--- config.mk ---
export PLATFORM = sky130hd
export DESIGN_NAME = edge_pulse_bank
export DESIGN_NICKNAME = d
export VERILOG_FILES = /design/src/rtl/edge_pulse_pkg.sv /design/src/rtl/edge_pulse_chan.sv /design/src/rtl/edge_pulse_bank.sv
export SDC_FILE = /design/constraint.sdc
export NUM_CORES = 1
export LEC_CHECK = 0
export ABC_AREA = 1
export ABC_CLOCK_PERIOD_IN_PS = 3300
export BUFFER_PORTS_ARGS = -buffer_cell sky130_fd_sc_hd__buf_2
export CAP_MARGIN = 20
export CORE_MARGIN = 5
export CORE_UTILIZATION = 45
export CTS_BUF_LIST = sky130_fd_sc_hd__clkbuf_16
export CTS_CLUSTER_DIAMETER = 30
export DETAILED_ROUTE_END_ITERATION = 6
export GPL_TIMING_DRIVEN = 0
export PLACE_DENSITY_LB_ADDON = 0.15
export SKIP_CTS_REPAIR_TIMING = 1
export SYNTH_ARGS = -nofsm -noshare
export SYNTH_HDL_FRONTEND = slang
export SYNTH_SLANG_ARGS = --single-unit
--- constraint.sdc ---
create_clock -name clk -period 3.3 [get_ports clk]
set_input_delay 0.495 -clock clk [delete_from_list [all_inputs] [get_ports clk]]
set_output_delay 0.495 -clock clk [all_outputs]
set_load 0.01 [all_outputs]
--- src/rtl/edge_pulse_pkg.sv ---
// Shared types and helpers for the edge_pulse_bank input conditioner.
`timescale 1ns/1ps
package edge_pulse_pkg;

    // Which debounced edge produces a pulse.
    typedef enum logic [1:0] {
        EDGE_RISE = 2'd0,
        EDGE_FALL = 2'd1,
        EDGE_BOTH = 2'd2
    } edge_mode_e;

    // Per-channel debounce state: stable low/high, or waiting for a change to settle.
    typedef enum logic [1:0] {
        LOW       = 2'd0,
        RISE_PEND = 2'd1,
        HIGH      = 2'd2,
        FALL_PEND = 2'd3
    } chan_state_e;

    // Width needed for a counter that holds 0..n-1, never less than one bit.
    function automatic int cnt_width(input int n);
        int w;
        w = $clog2(n);
        return (w < 1) ? 1 : w;
    endfunction

endpackage

--- src/rtl/edge_pulse_chan.sv ---
// One conditioner channel: synchroniser chain, debounce counter, state
// machine and pulse generation. The auto-repeat counter exists only when
// EDGE_PULSE_REPEAT_EN is defined.
`timescale 1ns/1ps
module edge_pulse_chan
    import edge_pulse_pkg::*;
#(
    parameter int SYNC_STAGES     = 2,
    parameter int DEBOUNCE_CYCLES = 20000,
    parameter int EDGE_MODE       = 0,
    parameter int REPEAT_DELAY    = 500000,
    parameter int REPEAT_PERIOD   = 100000
) (
    input  logic clk,
    input  logic rst_n,
    input  logic level_in,
    output logic level_out,
    output logic pulse_out
);

    localparam int              CW         = cnt_width(DEBOUNCE_CYCLES);
    localparam logic [CW-1:0]   CNT_LAST   = CW'(DEBOUNCE_CYCLES - 1);
    localparam edge_mode_e      MODE       = edge_mode_e'(2'(EDGE_MODE));
    localparam bit              PULSE_RISE = (MODE == EDGE_RISE) || (MODE == EDGE_BOTH);
    localparam bit              PULSE_FALL = (MODE == EDGE_FALL) || (MODE == EDGE_BOTH);

    // Reject parameter sets the logic below cannot honour.
    if (SYNC_STAGES < 2 || DEBOUNCE_CYCLES < 1 || REPEAT_DELAY < 1 || REPEAT_PERIOD < 1
        || EDGE_MODE < 0 || EDGE_MODE > 2) begin : gen_bad_param
        $error("edge_pulse_chan: illegal parameter value");
    end

    logic [SYNC_STAGES-1:0] sync_reg;
    logic                   s;
    chan_state_e            state_reg, state_next;
    logic [CW-1:0]          cnt_reg, cnt_next;
    logic                   level_reg, level_next;
    logic                   pulse_reg, pulse_next;
    logic                   deb_done;
    logic                   edge_pulse;
    logic                   rep_pulse;

    assign s = sync_reg[SYNC_STAGES-1];

    // Debounce finishes on the edge where the differing sample count reaches the window.
    assign deb_done = (s != level_reg) && (cnt_reg == CNT_LAST);

    // Synchroniser shift chain for the asynchronous pin.
    always_ff @(posedge clk or negedge rst_n) begin
        if (!rst_n) begin
            sync_reg <= '0;
        end else begin
            sync_reg <= {sync_reg[SYNC_STAGES-2:0], level_in};
        end
    end

    // State, counter and registered outputs.
    always_ff @(posedge clk or negedge rst_n) begin
        if (!rst_n) begin
            state_reg <= LOW;
            cnt_reg   <= '0;
            level_reg <= 1'b0;
            pulse_reg <= 1'b0;
        end else begin
            state_reg <= state_next;
            cnt_reg   <= cnt_next;
            level_reg <= level_next;
            pulse_reg <= pulse_next;
        end
    end

    // Next-state: a pending change either completes or collapses back on a glitch.
    // With a one-sample window the change completes directly from the stable state.
    always_comb begin
        state_next = state_reg;
        case (state_reg)
            LOW:       if (s)  state_next = deb_done ? HIGH : RISE_PEND;
            RISE_PEND: if (!s) state_next = LOW;
                       else if (deb_done) state_next = HIGH;
            HIGH:      if (!s) state_next = deb_done ? LOW : FALL_PEND;
            FALL_PEND: if (s)  state_next = HIGH;
                       else if (deb_done) state_next = LOW;
            default:   state_next = LOW;
        endcase
    end

    // Output/datapath next values: counter, debounced level and the pulse.
    always_comb begin
        cnt_next   = cnt_reg + CW'(1);
        if ((s == level_reg) || deb_done) begin
            cnt_next = '0;
        end
        level_next = deb_done ? ~level_reg : level_reg;
        edge_pulse = deb_done && ((!level_reg && PULSE_RISE) || (level_reg && PULSE_FALL));
        pulse_next = edge_pulse | rep_pulse;
    end

`ifdef EDGE_PULSE_REPEAT_EN
    localparam int            REP_MAX = (REPEAT_DELAY > REPEAT_PERIOD) ? REPEAT_DELAY : REPEAT_PERIOD;
    localparam int            RW      = cnt_width(REP_MAX + 1);
    localparam logic [RW-1:0] REP_DLY = RW'(REPEAT_DELAY);
    localparam logic [RW-1:0] REP_PER = RW'(REPEAT_PERIOD);

    logic [RW-1:0] rep_cnt_reg, rep_cnt_next;
    logic          rep_phase_reg, rep_phase_next;
    logic [RW-1:0] rep_target;

    // Repeat timer: first target is the initial delay, then the period.
    always_ff @(posedge clk or negedge rst_n) begin
        if (!rst_n) begin
            rep_cnt_reg   <= '0;
            rep_phase_reg <= 1'b0;
        end else begin
            rep_cnt_reg   <= rep_cnt_next;
            rep_phase_reg <= rep_phase_next;
        end
    end

    // Counts only while staying in HIGH; pending-fall holds it, LOW clears it.
    always_comb begin
        rep_cnt_next   = rep_cnt_reg;
        rep_phase_next = rep_phase_reg;
        rep_pulse      = 1'b0;
        rep_target     = rep_phase_reg ? REP_PER : REP_DLY;
        if (state_reg == LOW) begin
            rep_cnt_next   = '0;
            rep_phase_next = 1'b0;
        end else if (PULSE_RISE && (state_reg == HIGH) && (state_next == HIGH)) begin
            if ((rep_cnt_reg + RW'(1)) == rep_target) begin
                rep_cnt_next   = '0;
                rep_phase_next = 1'b1;
                rep_pulse      = 1'b1;
            end else begin
                rep_cnt_next = rep_cnt_reg + RW'(1);
            end
        end
    end
`else
    assign rep_pulse = 1'b0;
`endif

    assign level_out = level_reg;
    assign pulse_out = pulse_reg;

endmodule

--- src/rtl/edge_pulse_bank.sv ---
// edge_pulse_bank: CH independent synchronise/debounce/edge-pulse channels.
// Optional auto-repeat on held inputs is built when EDGE_PULSE_REPEAT_EN is defined.
`timescale 1ns/1ps
module edge_pulse_bank
    import edge_pulse_pkg::*;
#(
    parameter int CH              = 4,
    parameter int SYNC_STAGES     = 2,
    parameter int DEBOUNCE_CYCLES = 20000,
    parameter int EDGE_MODE       = 0,
    parameter int REPEAT_DELAY    = 500000,
    parameter int REPEAT_PERIOD   = 100000
) (
    input  logic          clk,
    input  logic          rst_n,
    input  logic [CH-1:0] level_in,
    output logic [CH-1:0] level_out,
    output logic [CH-1:0] pulse_out
);

    genvar gi;
    // One self-contained conditioner per input pin.
    generate
        for (gi = 0; gi < CH; gi++) begin : gen_chan
            edge_pulse_chan #(
                .SYNC_STAGES     (SYNC_STAGES),
                .DEBOUNCE_CYCLES (DEBOUNCE_CYCLES),
                .EDGE_MODE       (EDGE_MODE),
                .REPEAT_DELAY    (REPEAT_DELAY),
                .REPEAT_PERIOD   (REPEAT_PERIOD)
            ) u_chan (
                .clk       (clk),
                .rst_n     (rst_n),
                .level_in  (level_in[gi]),
                .level_out (level_out[gi]),
                .pulse_out (pulse_out[gi])
            );
        end
    endgenerate

endmodule

==> results of run 1 <==
-- cell usage in the layout, fill, tap and decap left out --
cell type	n
buf_2	12
nand2_1	115
clkinv_2	1
nand3_2	5
nand2_2	4
inv_1	50
clkbuf_16	9
nor2_2	27
o21bai_1	1
buf_12	2
xnor2_1	4
clkinv_4	1
ha_1	4
xor2_1	27
nor2_1	111
buf_16	1
nand4_1	26
dfrtp_1	76
clkinvlp_4	2
nand3_1	46
nand3_4	2
bufinv_16	2
nand2_4	2
buf_6	2
buf_4	9
-- cell type report --
cell class / instances / area [µm²] / area share
sequential: 76 / 1900 / 0.411
multi-input combinational: 374 / 1870 / 0.404
tap: 108 / 135 / 0.0292
clock inverter: 7 / 92.6 / 0.0200
clock buffer: 9 / 225 / 0.0487
inverter: 49 / 184 / 0.0397
buffer: 12 / 123 / 0.0265
timing repair buffer: 14 / 95.1 / 0.0205
-- critical path, cell delays in order, from the launching register on --
cell	delay (ns)
dfrtp_1	0.42
buf_4	0.15
buf_2	0.13
-- path summary, 6_finish.rpt --
kind	startpoint	to	slack, ns	cells past startpoint
setup / recovery	gen_chan[0].u_chan.level_out	level_out[0]	1.78	2
hold reg to reg	gen_chan[1].u_chan.sync_reg[0]	gen_chan[1].u_chan.sync_reg[1]	0.35	0
max in group asynchronous	rst_n	gen_chan[3].u_chan.cnt_reg[0]	2.64	2
min in group clk	level_in[2]	gen_chan[2].u_chan.sync_reg[0]	0.27	1
hold / removal	rst_n	gen_chan[1].u_chan.cnt_reg[8]	0.09	1
setup reg to reg	gen_chan[1].u_chan.cnt_reg[0]	gen_chan[1].u_chan.cnt_reg[3]	1.78	7
-- cells by family after synthesis --
| logic type | count (synthesis) | share of synthesized area |
|---|---|---|
| simple gates | 338 | 0.378 |
| flops | 76 | 0.466 |
| buf+inv | 61 | 0.0751 |
| xor+xnor | 31 | 0.0665 |
| fa+ha+maj | 4 | 0.0123 |
| compound gates | 1 | 0.00184 |
-- through the flow --
| step | power [mW] | instances | area, µm² |
|---|---|---|---|
| after floorplan | 1.03 | 511 | 4080 |
| after global placement | 1.06 | 632 | 4280 |
| after detailed placement | 1.06 | 633 | 4310 |
| after CTS | 2.12 | 649 | 4630 |
| after global routing | 2.17 | 649 | 4630 |
| final | 2.08 | 649 | 4630 |
-- routing by layer --
layer | GRT usage | routed length (µm) | vias to the layer above
met5 | 0 | 0 | -
met4 | 0.0393 | 93 | 0
met3 | 0.0397 | 300 | 8
met2 | 0.244 | 3640 | 50
met1 | 0.200 | 3700 | 1430
li1 | - | - | 1648
-- where the power goes --
part | switching (mW) | internal, mW | leakage (nW)
Clock | 0.376 | 0.659 | 0.153
Sequential | 0.0167 | 0.949 | 1.03
Combinational | 0.0490 | 0.0289 | 0.896
==> results_dict.tcl, run 1 <==
set metrics [dict create \
    number_of_inserted_filler_cells_in_the_final_layout 832 \
    status "finished clean" \
    dpl.hpwl_um 5640 \
    grt_antenna_before_repair 0 \
    post-synth-top-count-cell "nand2_1" \
    largest_register_ffs 60 \
    grt_setup_unrepaired "no" \
    starting_density_of_the_core 0.466 \
    drt-vias-per-instance 4.83 \
    clock.fmax_mhz 658 \
    max-cap-violations 0 \
    maxSlewHeadroom 0.729 \
    antenna-diode-count 0 \
    cp.required_ns 2.80 \
    critical_path.endpoint_type "output port" \
    synth_sequential_area_ratio 0.466 \
    number_of_violations_reported_at_the_end_of_detailed_routing_iteration_0 86 \
    worstSetupPathType "reg -> out" \
    setup_slack_ns 1.78 \
    setup_ws_pre_cts_ns 1.77 \
    synth_top_area_cells "dfrtp_1 (47%), nand2_1 (11%), nor2_1 (10%)" \
    max-vdd-ir-drop_uv 289 \
    cts_buffer_depth 2 \
    synth_largest_type_area_fraction 0.466 \
    dr.pass1.iters 4 \
    global_route.overflow_total 0 \
    synthDistinctLibCells 18 \
    timing_hold_violations_final 0 \
    number_of_flops_mapped_to_enable_cells_by_yosys 0 \
    cp.arrival_ns 1.02 \
    postRouteWirelength_um 7740 \
    gr_util_all_layers 0.150 \
    hold_path_class "in -> async" \
    synth-warning-count 0 \
    p_per_cell_area_mw_per_mm2 449 \
    yosys_register_bits 76 \
    netlist_top_cells_count "nand2_1 (115), nor2_1 (111), dfrtp_1 (76)" \
    postSynthAreaPerCell_um2 7.98 \
    critPathLaunchType "flop" \
    synthCells 511 \
    via_count 3136 \
    remaining_drc_errors 0 \
    floorplan.core_area_mm2 0.00876 \
    period_share 0.460 \
    fp.dieW_um 105 \
    synth_nets 521 \
    synthArstFlopShare 1.00 \
    layout-drive-gt1-share 0.150 \
    slew_viol_final 0 \
    gp_routability_congestion 0.889 \
    crit_fanout 4 \
    synth.largest_area_cell "dfrtp_1" \
    finalWorstPathRequiredPeriod_ns 1.52 \
    total_clock_sinks 76 \
    cts_htree_levels 3 \
    core.rowCount 34 \
    clk_pin_slew_worst_paths_ns 0.06 \
    die-area_mm2 0.0111 \
    cts-buffers-inserted 9 \
    ys_dominant_reg_cell "dfrtp_1" \
    netlist_area_mm2 0.00408 \
    flow.area_growth_from_synthesis_pct 13.4 \
    setup-tns-final_ns 0 \
    max_slew.worst_pin.slew_ns 0.406 \
    antenna_left 0 \
    buffer_ports.inserted 13 \
    whs_ns 0.0937 \
    clk_latency_ns 0.33 \
    worst_clock_skew_ns 0.00895 \
    die_y_um 105 \
    grt_pass1_wl_um 14000 \
    power_leakage_nw 2.08 \
    final_net_count 546 \
    routedWlPerCell_um 11.9 \
    clockRootBuffer "clkbuf_16" \
    final_core_utilization 0.528 \
    final-setup-viol-count 0 \
    cts_tree "built" \
    grt_pass1_vias 3100 \
    grt_start_max_net_pins 48 \
    boundaryPins 14 \
]
Note: power is estimated with default switching activity, not from simulation.
==> run 2, diff against run 1 <==
ABC_AREA = 0   (was 1)
ABC_CLOCK_PERIOD_IN_PS = 1300   (was 3300)
clock period = 1.3 ns   (was 3.3 ns; I/O delays follow)
==> results_dict.tcl, run 2 <==
set metrics [dict create \
    cp.arrival_ns 1.77 \
    crit_path_cell_trace "ha_2, and4_1, buf_6, nand4_1, nand2_2, buf_6, nor2_1" \
    drt-vias-per-instance 5.08 \
    die-area_mm2 0.00968 \
    path_common_cell "buf_6" \
    synth-warning-count 0 \
    final-setup-viol-count 65 \
    number_of_violations_reported_at_the_end_of_detailed_routing_iteration_0 53 \
    cp.required_ns 1.52 \
    largest_register_ffs 60 \
    cpPeakStageDelay_ns 0.38 \
    synthCells 322 \
    synth_top_area_cells "dfrtp_1 (54%), xor2_1 (11%), nor2_1 (6.1%)" \
    cts-buffers-inserted 9 \
    slew_viol_final 0 \
    failed_checks "setup timing" \
    synth.largest_area_cell "dfrtp_1" \
    clk_pin_slew_worst_paths_ns 0.06 \
    critical_path.endpoint_type "flop" \
    clockPowerShare 0.464 \
    yosys_register_bits 76 \
    hold_path_class "in -> async" \
    postRouteWirelength_um 6880 \
    netSwitchingFraction 0.217 \
    synth_largest_type_area_fraction 0.541 \
    cts_buffer_depth 2 \
    buffer_ports.inserted 13 \
    p_int_mw 4.02 \
    p_sw_mw 1.12 \
    postSynthAreaPerCell_um2 10.9 \
    remaining_drc_errors 0 \
    starting_density_of_the_core 0.457 \
    grt_antenna_before_repair 0 \
    final_core_utilization 0.601 \
    p_comb_frac 0.058 \
    netlist_top_cells_count "dfrtp_1 (76), nor2_1 (57), xor2_1 (43)" \
    dr.pass1.iters 4 \
    worstSetupPathType "reg -> reg" \
    layout_commonest_cell "dfrtp_1" \
    layout-drive-gt1-share 0.361 \
    routedWlPerCell_um 14.1 \
    grt_pass1_wl_um 10800 \
    total_clock_sinks 76 \
    maxSlewHeadroom 0.739 \
    netlist_area_mm2 0.00352 \
    number_of_flops_mapped_to_enable_cells_by_yosys 0 \
    grt_start_max_net_pins 55 \
    synthArstFlopShare 1.00 \
    final_net_count 391 \
    clock.fmax_mhz 642 \
    flow.area_growth_from_synthesis_pct 31.5 \
    ys_dominant_reg_cell "dfrtp_1" \
    clk_latency_ns 0.32 \
    synthDistinctLibCells 27 \
    antenna_left 0 \
    timing_hold_violations_final 0 \
    gr_util_all_layers 0.138 \
    p_per_cell_area_mw_per_mm2 1110 \
    dpl.hpwl_um 4020 \
    grt_setup_unrepaired "yes" \
    power_leakage_nw 2.00 \
    clockRootBuffer "clkbuf_16" \
    fp.dieW_um 98.4 \
    core.rowCount 32 \
    max-cap-violations 0 \
    worst_reg_to_reg_path_cell_count 7 \
    status "complete, but fails checks" \
    mostFrequentLayoutCells "dfrtp_1 (75), xor2_1 (42), nor2_2 (32), buf_4 (29), nand4_1 (25)" \
    post-synth-top-count-cell "dfrtp_1" \
    power.sequential.fraction 0.478 \
    crit_fanout 6 \
    max_slew.worst_pin.slew_ns 0.390 \
    die_y_um 98.4 \
    global_route.overflow_total 0 \
    gp_routability_congestion 0.762 \
    finalWorstPathRequiredPeriod_ns 1.56 \
    period_share 1.20 \
    setup_slack_ns -0.257 \
    worst_clock_skew_ns 0.00618 \
    antenna-diode-count 0 \
    critPathLaunchType "flop" \
    grt_pass1_vias 2302 \
    synth_sequential_area_ratio 0.541 \
    worst_path_max_delay_cell "dfrtp_1" \
    via_count 2472 \
    report.power.total_mw 5.14 \
    boundaryPins 14 \
    cts_htree_levels 3 \
    max-vdd-ir-drop_uv 996 \
    synth_nets 332 \
    number_of_inserted_filler_cells_in_the_final_layout 655 \
    cts_tree "built" \
    floorplan.core_area_mm2 0.00769 \
]
-- run 2: cell families after synthesis --
group                      Yosys count  share of synthesized area
and+or+nand+nor                    160                      0.249
DFF                                 76                      0.541
buffers and inverters               21                     0.0413
xor gates and xnor gates            55                      0.137
adders and majority gates            4                     0.0142
AOI/OAI and AO/OA                    2                    0.00463
muxes                                4                     0.0128
-- run 2: stage by stage --
step                TNS, ns  cells  hold slack (ns)  setup WS, ns  area, µm²
floorplan             -4.14    322           -0.101        -0.143       3590
global placement     -49.41    437            0.304        -0.489       3790
detailed placement   -13.04    438            0.120        -0.334       3820
CTS                  -13.98    453           -0.235        -0.346       4100
global route         -17.19    487            0.357        -0.316       4620
finish               -12.01    487            0.308        -0.257       4620
-- run 2: worst paths after layout --
check	startpoint	endpoint	slack, ns
setup / recovery	gen_chan[0].u_chan.cnt_reg[0]	gen_chan[0].u_chan.cnt_reg[12]	-0.26
hold / removal	rst_n	gen_chan[1].u_chan.cnt_reg[8]	0.31
setup reg to reg	gen_chan[0].u_chan.cnt_reg[0]	gen_chan[0].u_chan.cnt_reg[12]	-0.26
hold reg to reg	gen_chan[3].u_chan.sync_reg[0]	gen_chan[3].u_chan.sync_reg[1]	0.34
max in group asynchronous	rst_n	gen_chan[3].u_chan.cnt_reg[0]	0.43
min in group clk	gen_chan[3].u_chan.sync_reg[0]	gen_chan[3].u_chan.sync_reg[1]	0.34
-- run 2: power groups by stage --
stage          combinational (mW)  sequential (mW)  clock [mW]
2_1_floorplan              0.0888             2.48           0
6_report                    0.298             2.45        2.38
5_1_grt                     0.331             2.46        2.55
4_1_cts                     0.177             2.45        2.44
3_5_place_dp                0.175             2.49           0
3_3_place_gp                0.164             2.49           0
-- run 2: routing by layer --
layer  GRT usage  wire [µm]  part of all wire
met1       0.191       3290              0.48
met2       0.205       3320              0.48
met3      0.0471        226             0.033
met4      0.0441         45            0.0065
met5           0          0                 0
-- run 2: layout make-up --
| cell class | instances | area, µm² | share of cell area |
|---|---|---|---|
| clock buffers | 9 | 225 | 0.0487 |
| multi-input cells | 225 | 1720 | 0.371 |
| repair buffers | 48 | 424 | 0.0918 |
| plain buffers | 19 | 161 | 0.0349 |
| well taps | 102 | 128 | 0.0276 |
| flip-flops and latches | 76 | 1900 | 0.412 |
| inverters | 2 | 7.51 | 0.00162 |
| clock inverters | 6 | 56.3 | 0.0122 |
-- run 2: worst max-delay path, delay by kind of cell (launching register included) --
kind / cells / cell delay (ns)
adder cells (fa/ha/maj): 1 / 0.19
flip-flops: 1 / 0.38
buffers and inverters: 2 / 0.26
AND/OR/NAND/NOR: 4 / 0.62
